**config.mk**
```make
export PLATFORM = sky130hd
export DESIGN_NAME = multiply_pipe_flat
export DESIGN_NICKNAME = d
export VERILOG_FILES = /design/src/rtl/fixed_pkg.sv /design/src/rtl/multiply_pipe_if.sv /design/src/rtl/pipe_stage.sv /design/src/rtl/multiply_pipe.sv /design/src/flat_wrapper.sv
export SDC_FILE = /design/constraint.sdc
export NUM_CORES = 1
export LEC_CHECK = 0
export BUFFER_PORTS_ARGS = -buffer_cell sky130_fd_sc_hd__buf_2
export CORE_UTILIZATION = 30
export CTS_BUF_LIST = sky130_fd_sc_hd__clkbuf_4 sky130_fd_sc_hd__clkbuf_8
export DETAILED_ROUTE_END_ITERATION = 16
export HOLD_SLACK_MARGIN = 0.05
export PLACE_DENSITY = 0.51
export REMOVE_ABC_BUFFERS = 1
export SLEW_MARGIN = 30
export SYNTH_ARGS = -nofsm -noshare
export SYNTH_HDL_FRONTEND = slang
export SYNTH_SLANG_ARGS = --single-unit
```
**constraint.sdc**
```tcl
create_clock -name clk -period 11.4 [get_ports clk]
set_clock_uncertainty 0.2 [all_clocks]
set_input_delay 0.57 -clock clk [delete_from_list [all_inputs] [get_ports clk]]
set_output_delay 0.57 -clock clk [all_outputs]
set_load 0.005 [all_outputs]
```
**src/rtl/fixed_pkg.sv**
```systemverilog
// Shared signed fixed-point helpers: rounding/shift and narrowing with saturation.
// Sized for the widest result in use; callers pass their own width and take low bits.
package fixed_pkg;

    localparam int RND_TRUNC   = 0;
    localparam int RND_HALF_UP = 1;

    // Widest result width any user may request (W must not exceed this).
    localparam int MAX_W = 32;
    // Full product plus one bit of headroom for the rounding increment.
    localparam int WIDE  = 2 * MAX_W + 1;

    typedef logic signed [WIDE-1:0] wide_t;

    typedef struct packed {
        logic             ovf;
        logic [MAX_W-1:0] val;
    } sat_t;

    // Optional round-half-up increment, then arithmetic shift right by q.
    function automatic wide_t round_shift(input wide_t p, input int q, input int rnd);
        wide_t r;
        r = p;
        if (rnd == RND_HALF_UP && q > 0) begin
            r = p + (wide_t'(1) <<< (q - 1));
        end
        return r >>> q;
    endfunction

    // Flags values outside the w-bit signed range and clamps them to it.
    function automatic sat_t sat_narrow(input wide_t v, input int w);
        wide_t hi;
        wide_t lo;
        sat_t  res;
        hi      = (wide_t'(1) <<< (w - 1)) - wide_t'(1);
        lo      = -(wide_t'(1) <<< (w - 1));
        res.ovf = (v > hi) || (v < lo);
        if (v > hi) begin
            res.val = hi[MAX_W-1:0];
        end else if (v < lo) begin
            res.val = lo[MAX_W-1:0];
        end else begin
            res.val = v[MAX_W-1:0];
        end
        return res;
    endfunction

endpackage

```
**src/rtl/multiply_pipe_if.sv**
```systemverilog
// Operand/result bus of the pipelined multiplier.
// Handshake: a transfer happens on a rising clk edge where strobe and ready are
// both high. The source holds strobe and data steady until that edge; ready may
// depend combinationally on strobe. Input side: both s_stb bits must be high and
// the two s_rdy bits are always equal, so A and B are consumed together.
interface multiply_pipe_if #(parameter int W = 8);
    logic [1:0]     s_stb;
    logic [2*W-1:0] s_dat;
    logic [1:0]     s_rdy;
    logic           m_rdy;
    logic           m_stb;
    logic [W-1:0]   m_dat;
    logic           m_ovf;
    logic           busy;

    modport master (output s_stb, s_dat, m_rdy,
                    input  s_rdy, m_stb, m_dat, m_ovf, busy);
    modport slave  (input  s_stb, s_dat, m_rdy,
                    output s_rdy, m_stb, m_dat, m_ovf, busy);
endinterface

```
**src/rtl/pipe_stage.sv**
```systemverilog
// One elastic register stage: loads whenever it is empty or downstream advances,
// so bubbles collapse and a full pipeline still moves one item per cycle.
module pipe_stage #(
    parameter int PW = 8
) (
    input  logic          clk,
    input  logic          rst,
    input  logic          in_vld_i,
    input  logic [PW-1:0] in_dat_i,
    input  logic          adv_in_i,   // downstream stage (or sink) will take our item
    output logic          adv_o,      // this stage loads on the next edge
    output logic          vld_o,
    output logic [PW-1:0] dat_o
);
    logic          vld_q;
    logic [PW-1:0] dat_q;

    assign adv_o = ~vld_q | adv_in_i;
    assign vld_o = vld_q;
    assign dat_o = dat_q;

    // Valid follows upstream on advance; payload only reloads with real data.
    always_ff @(posedge clk) begin
        if (rst) begin
            vld_q <= 1'b0;
            dat_q <= '0;
        end else if (adv_o) begin
            vld_q <= in_vld_i;
            if (in_vld_i) begin
                dat_q <= in_dat_i;
            end
        end
    end
endmodule

```
**src/rtl/multiply_pipe.sv**
```systemverilog
// Pipelined signed fixed-point multiplier: product enters stage 1, stages
// 2..D-1 only delay it, and the last stage rounds, shifts and narrows on load.
module multiply_pipe
    import fixed_pkg::*;
#(
    parameter int W   = 8,   // operand/result width, 2 <= W <= MAX_W
    parameter int Q   = 0,   // fractional bits
    parameter int D   = 2,   // register stages = latency
    parameter int RND = 0,   // RND_TRUNC or RND_HALF_UP
    parameter int SAT = 1    // 1 clamp, 0 wrap
) (
    input  logic           clk,
    input  logic           rst,
    multiply_pipe_if.slave bus
);
    localparam int PW = 2 * W;

    // Index 0 is the combinational product at the stage-1 input.
    logic          p_vld [0:D-1];
    logic [PW-1:0] p_dat [0:D-1];
    logic          adv   [1:D];
    logic          accept;
    logic          out_vld;
    logic [W:0]    out_dat_d;
    logic [W:0]    out_dat_q;
    logic          busy_d;
    logic signed [PW-1:0] prod_d;

    // Round, shift, then narrow; overflow is reported in both clamp and wrap modes.
    function automatic logic [W:0] post_process(input logic [PW-1:0] p);
        wide_t r;
        sat_t  s;
        r = round_shift({{(WIDE-PW){p[PW-1]}}, p}, Q, RND);
        s = sat_narrow(r, W);
        if (SAT != 0) begin
            return {s.ovf, s.val[W-1:0]};
        end
        return {s.ovf, r[W-1:0]};
    endfunction

    assign accept    = (&bus.s_stb) & adv[1];
    assign bus.s_rdy = {2{accept}};
    assign prod_d    = $signed(bus.s_dat[W-1:0]) * $signed(bus.s_dat[PW-1:W]);
    assign p_vld[0]  = accept;
    assign p_dat[0]  = prod_d;
    assign out_dat_d = post_process(p_dat[D-1]);

    genvar k;
    generate
        for (k = 1; k < D; k++) begin : g_mid
            pipe_stage #(.PW(PW)) u_stage (
                .clk      (clk),
                .rst      (rst),
                .in_vld_i (p_vld[k-1]),
                .in_dat_i (p_dat[k-1]),
                .adv_in_i (adv[k+1]),
                .adv_o    (adv[k]),
                .vld_o    (p_vld[k]),
                .dat_o    (p_dat[k])
            );
        end
    endgenerate

    pipe_stage #(.PW(W + 1)) u_out (
        .clk      (clk),
        .rst      (rst),
        .in_vld_i (p_vld[D-1]),
        .in_dat_i (out_dat_d),
        .adv_in_i (bus.m_rdy),
        .adv_o    (adv[D]),
        .vld_o    (out_vld),
        .dat_o    (out_dat_q)
    );

    assign bus.m_stb = out_vld;
    assign bus.m_ovf = out_dat_q[W];
    assign bus.m_dat = out_dat_q[W-1:0];
    assign bus.busy  = busy_d;

    // Busy whenever any stage holds an item.
    always_comb begin
        busy_d = out_vld;
        for (int i = 1; i < D; i++) begin
            busy_d = busy_d | p_vld[i];
        end
    end
endmodule

```
**src/flat_wrapper.sv**
```systemverilog
// flat-port wrapper written by rule: the top's interface ports become plain ports
module multiply_pipe_flat import fixed_pkg::*;
#(
    parameter int W   = 8,                                           
    parameter int Q   = 0,                     
    parameter int D   = 2,                               
    parameter int RND = 0,                              
    parameter int SAT = 1                      
)
  (clk, rst, bus_s_stb, bus_s_dat, bus_m_rdy, bus_s_rdy, bus_m_stb, bus_m_dat, bus_m_ovf, bus_busy);
  multiply_pipe_if #(.W(W)) bus_i ();
  input  logic clk;
  input  logic rst;
  input wire logic [$bits(bus_i.s_stb)-1:0] bus_s_stb;
  input wire logic [$bits(bus_i.s_dat)-1:0] bus_s_dat;
  input wire logic [$bits(bus_i.m_rdy)-1:0] bus_m_rdy;
  output wire logic [$bits(bus_i.s_rdy)-1:0] bus_s_rdy;
  output wire logic [$bits(bus_i.m_stb)-1:0] bus_m_stb;
  output wire logic [$bits(bus_i.m_dat)-1:0] bus_m_dat;
  output wire logic [$bits(bus_i.m_ovf)-1:0] bus_m_ovf;
  output wire logic [$bits(bus_i.busy)-1:0] bus_busy;
  assign bus_i.s_stb = bus_s_stb;
  assign bus_i.s_dat = bus_s_dat;
  assign bus_i.m_rdy = bus_m_rdy;
  assign bus_s_rdy = bus_i.s_rdy;
  assign bus_m_stb = bus_i.m_stb;
  assign bus_m_dat = bus_i.m_dat;
  assign bus_m_ovf = bus_i.m_ovf;
  assign bus_busy = bus_i.busy;
  multiply_pipe #(.W(W), .Q(Q), .D(D), .RND(RND), .SAT(SAT)) u_core (.clk(clk), .rst(rst), .bus(bus_i));
endmodule
```
==> key figures <==
Place
  • Routability Congestion: 0.7966
  • Port buffer count: 33
  • HPWL after DPL: 6174 um
  • Area post-placement: 3810 um2

Critical path
  • Cell family with most CP delay: adder cells
  • CP Class: in -> reg
  • Required @ worst endpoint: 11.39 ns
  • Type of origin of the critical path: input pin
  • Worst Path Arrival: 4.68 ns
  • Worst setup EP type: flip-flop
  • Most frequent CP cell: fa_1
  • Worst path bufs/invs: 4
  • Crit path max fanout: 8
  • CP max-delay cell: fa_1
  • Worst stage delay on the critical path: 0.65 ns
  • Cell breakdown of the critical path: buf_2 -> nand2_1 -> inv_1 -> fa_1 -> inv_1 -> fa_1 -> fa_1 -> fa_1 -> inv_1 -> ha_1 -> a21o_1 -> nor3_2 -> nand3_1 -> a31oi_1 -> xnor2_1 -> a211oi_2

Clock network
  • Clock sinks: 27
  • Clk_lat worst skew: 0.27 ns
  • Worst-case clock buffer depth: 2
  • H-Tree Depth: 1
  • CTS resizes: 0
  • Hold bufs inserted after CTS: 0
  • Post-CTS Setup Bufs: 0
  • CTS Root Cell: clkbuf_8
  • CTS tree: built
  • CTS clk-pin slew, worst paths: 0.09 ns
  • Num CTS Buffers: 3

Drt
  • Drt first pass iters: 10
  • Final WL: 7198 um
  • Final ANT Viol Nets: 0
  • DRC violations left: 2
  • Avg WL per Cell: 12.45 um
  • Routed vias: 2655
  • DRT iter0 DRCs: 106
  • DR vias/cell: 4.593

Finish
  • Ant. Diodes: 0
  • # fillers: 1247
  • Nets: 541
  • Sequential cell area: 540.5 um2
  • Most common cell after layout, fill and taps aside: inv_1
  • Most frequent cells in the layout: inv_1 (80), fa_1 (55), nand2_1 (51)
  • Area used by multi-input combinational logic: 2621 um2
  • Fin area: 3856 um2
  • Layout Utilization: 0.3377
  • Area Growth Syn to Fin: 9.758%
  • Share of cells above drive strength 1: 0.09885

STA
  • Fmax: 213.2 MHz
  • Slew headroom: 0.5671
  • Max-slew violation count: 0
  • RSZ-0062 raised after global routing: false
  • Worst-Margin Slew: 0.6494 ns
  • Final Hold Fails: 0
  • Tmin final: 4.690 ns
  • Final Setup Violations: 0
  • Fin crit share: 0.4114
  • Fin Setup TNS: 0 ns

Pwr
  • Logic pwr share: 0.737
  • Worst vdd ir: 0.06888 mV
  • Switch Pwr: 0.3318 mW
  • Sequential power share: 0.186
  • Switching share of power: 0.4781
  • Internal power: 0.3622 mW
  • Leak Pwr: 1.823 nW
  • PD cells: 180.0 nW/um2
  • Clock network power share: 0.077

Run
  • Max cap viols: 0

Yosys
  • Synth Area in Compound Gates: 0.09722
  • Synth Warn #: 0
  • Post-synthesis mux area share: 0
  • Post-Synth Simple-Gate Area: 0.1998
  • Adder-Cell Fraction of Synth Area: 0.4167
  • Synth Cell Area: 3513 um2
  • Flops & latches, synth: 27
  • Syn avg cell area: 8.632 um2
  • Post-Synth XOR/XNOR Area: 0.03241
  • Largest family of logic cells by synthesized area: adder cells
  • Gate Count Post-Synth: 407
  • Sequential-to-total area share from yosys stat: 0.1538
  • Unique cell type count in the Yosys netlist: 41

Die
  • I/O pins: 34
  • Cell Rows: 39
  • Die ar.: 12150 um2
  • Die width: 110.2 um
  • Core Region: 11420 um2
  • Initial Util: 0.3077
  • Die Ht: 110.2 um

Global route
  • Global-route wire length before repair: 12900 um
  • Initial antenna violation count: 0
  • GR Layer Usage met3: 0.01235
  • Gr ovfl total: 0
  • M2 GR Usage: 0.2464
  • Total GRT Usage: 0.1339
  • M1 GR Usage: 0.1728
  • Vias in the first global route: 2910
  • Grt peak-use layer: met2
  • Largest net degree at the start of global routing: 32

Run status
  • Violated checks: DRC
  • Status: finished, violations left

Hold path
  • Hold Path Class: reg -> reg
==> cells by family (layout without fill, tap and decap cells) <==
family	after synthesis	after routing
xor+xnor	13	13
flops	27	27
buf+inv	90	118
simple gates	137	137
compound gates	56	56
fa+ha+maj	84	84
==> state kept, by name, indices dropped and copies added, names as in the netlist <==
| register | cells |
|---|---|
| u_core.g_mid.u_stage.vld_o | 1 |
| u_core.u_out.dat_o | 9 |
| u_core.g_mid.u_stage.dat_o | 16 |
| u_core.u_out.vld_o | 1 |
==> tightest hold or removal path, stage by stage (launching register included) <==
cell,delay [ns]
dfxtp_1,0.32
nand2_1,0.05
a21oi_1,0.05
==> worst paths after layout <==
check / from / slack [ns] / cells past startpoint / endpoint
max: bus_s_dat[10] / 6.71 / 16 / u_core.g_mid[1].u_stage.dat_o[15]
min: u_core.u_out.dat_o[0] / 0.25 / 2 / u_core.u_out.dat_o[0]
max reg2reg: u_core.u_out.vld_o / 9.20 / 6 / u_core.g_mid[1].u_stage.dat_o[0]
min reg2reg: u_core.u_out.dat_o[0] / 0.25 / 2 / u_core.u_out.dat_o[0]
==> synthesized netlist by cell type, drive strengths merged <==
master,n,share of area
inv,80,0.085
fa,55,0.31
nand2,51,0.054
and2,39,0.069
ha,29,0.10
a21oi,27,0.040
dfxtp,27,0.15
nor2,15,0.016
xnor2,12,0.030
nand2b,9,0.016
o211ai,8,0.017
o21ai,8,0.011
buf,7,0.011
nand3,5,0.0085
nand3b,4,0.0085
a21o,3,0.0064
a31oi,3,0.0053
nor3,3,0.0057
a211oi,2,0.0057
clkbuf,2,0.0021
nand4,2,0.0036
nor2b,2,0.0036
nor4,2,0.0036
o31ai,2,0.0043
and2b,1,0.0021
clkinv,1,0.0011
nand4b,1,0.0025
nor3b,1,0.0021
o21a,1,0.0021
o21ba,1,0.0028
o311ai,1,0.0025
or2,1,0.0018
or3,1,0.0018
xor2,1,0.0025
==> through the flow <==
step | std cells | worst slack, ns | total power [mW] | hold WS, ns
finish | 578 | 6.710 | 0.6941 | 0.2523
global route | 578 | 6.397 | 0.7970 | 0.2815
floorplan | 398 | 6.881 | 0.5362 | 0.2259
detailed placement | 574 | 6.404 | 0.6469 | 0.2441
CTS | 578 | 6.667 | 0.7063 | 0.2571
global placement | 574 | 6.533 | 0.6416 | 0.2394
==> per-layer routing <==
metal  part of all wire  wire length (um)
met1               0.46              3301
met2               0.51              3670
met3              0.024               172
met4             0.0075                54
met5                  0                 0
==> power by group through the flow <==
| stage | logic [mW] | clock network, mW | registers (mW) |
|---|---|---|---|
| global route | 0.604 | 0.0597 | 0.133 |
| finish | 0.511 | 0.0533 | 0.129 |
| detailed placement | 0.515 | 0 | 0.131 |
| global placement | 0.510 | 0 | 0.131 |
| CTS | 0.520 | 0.0566 | 0.129 |
| floorplan | 0.407 | 0 | 0.129 |
==> layout make-up <==
| type | count | share of cell area |
|---|---|---|
| well taps | 143 | 0.04640 |
| multi-input cells | 290 | 0.6798 |
| clock inverters | 1 | 0.001298 |
| clock buffers | 3 | 0.01071 |
| flip-flops and latches | 27 | 0.1402 |
| repair buffers | 33 | 0.04283 |
| inverters | 81 | 0.07884 |
Power figures use the tool's default switching activity.
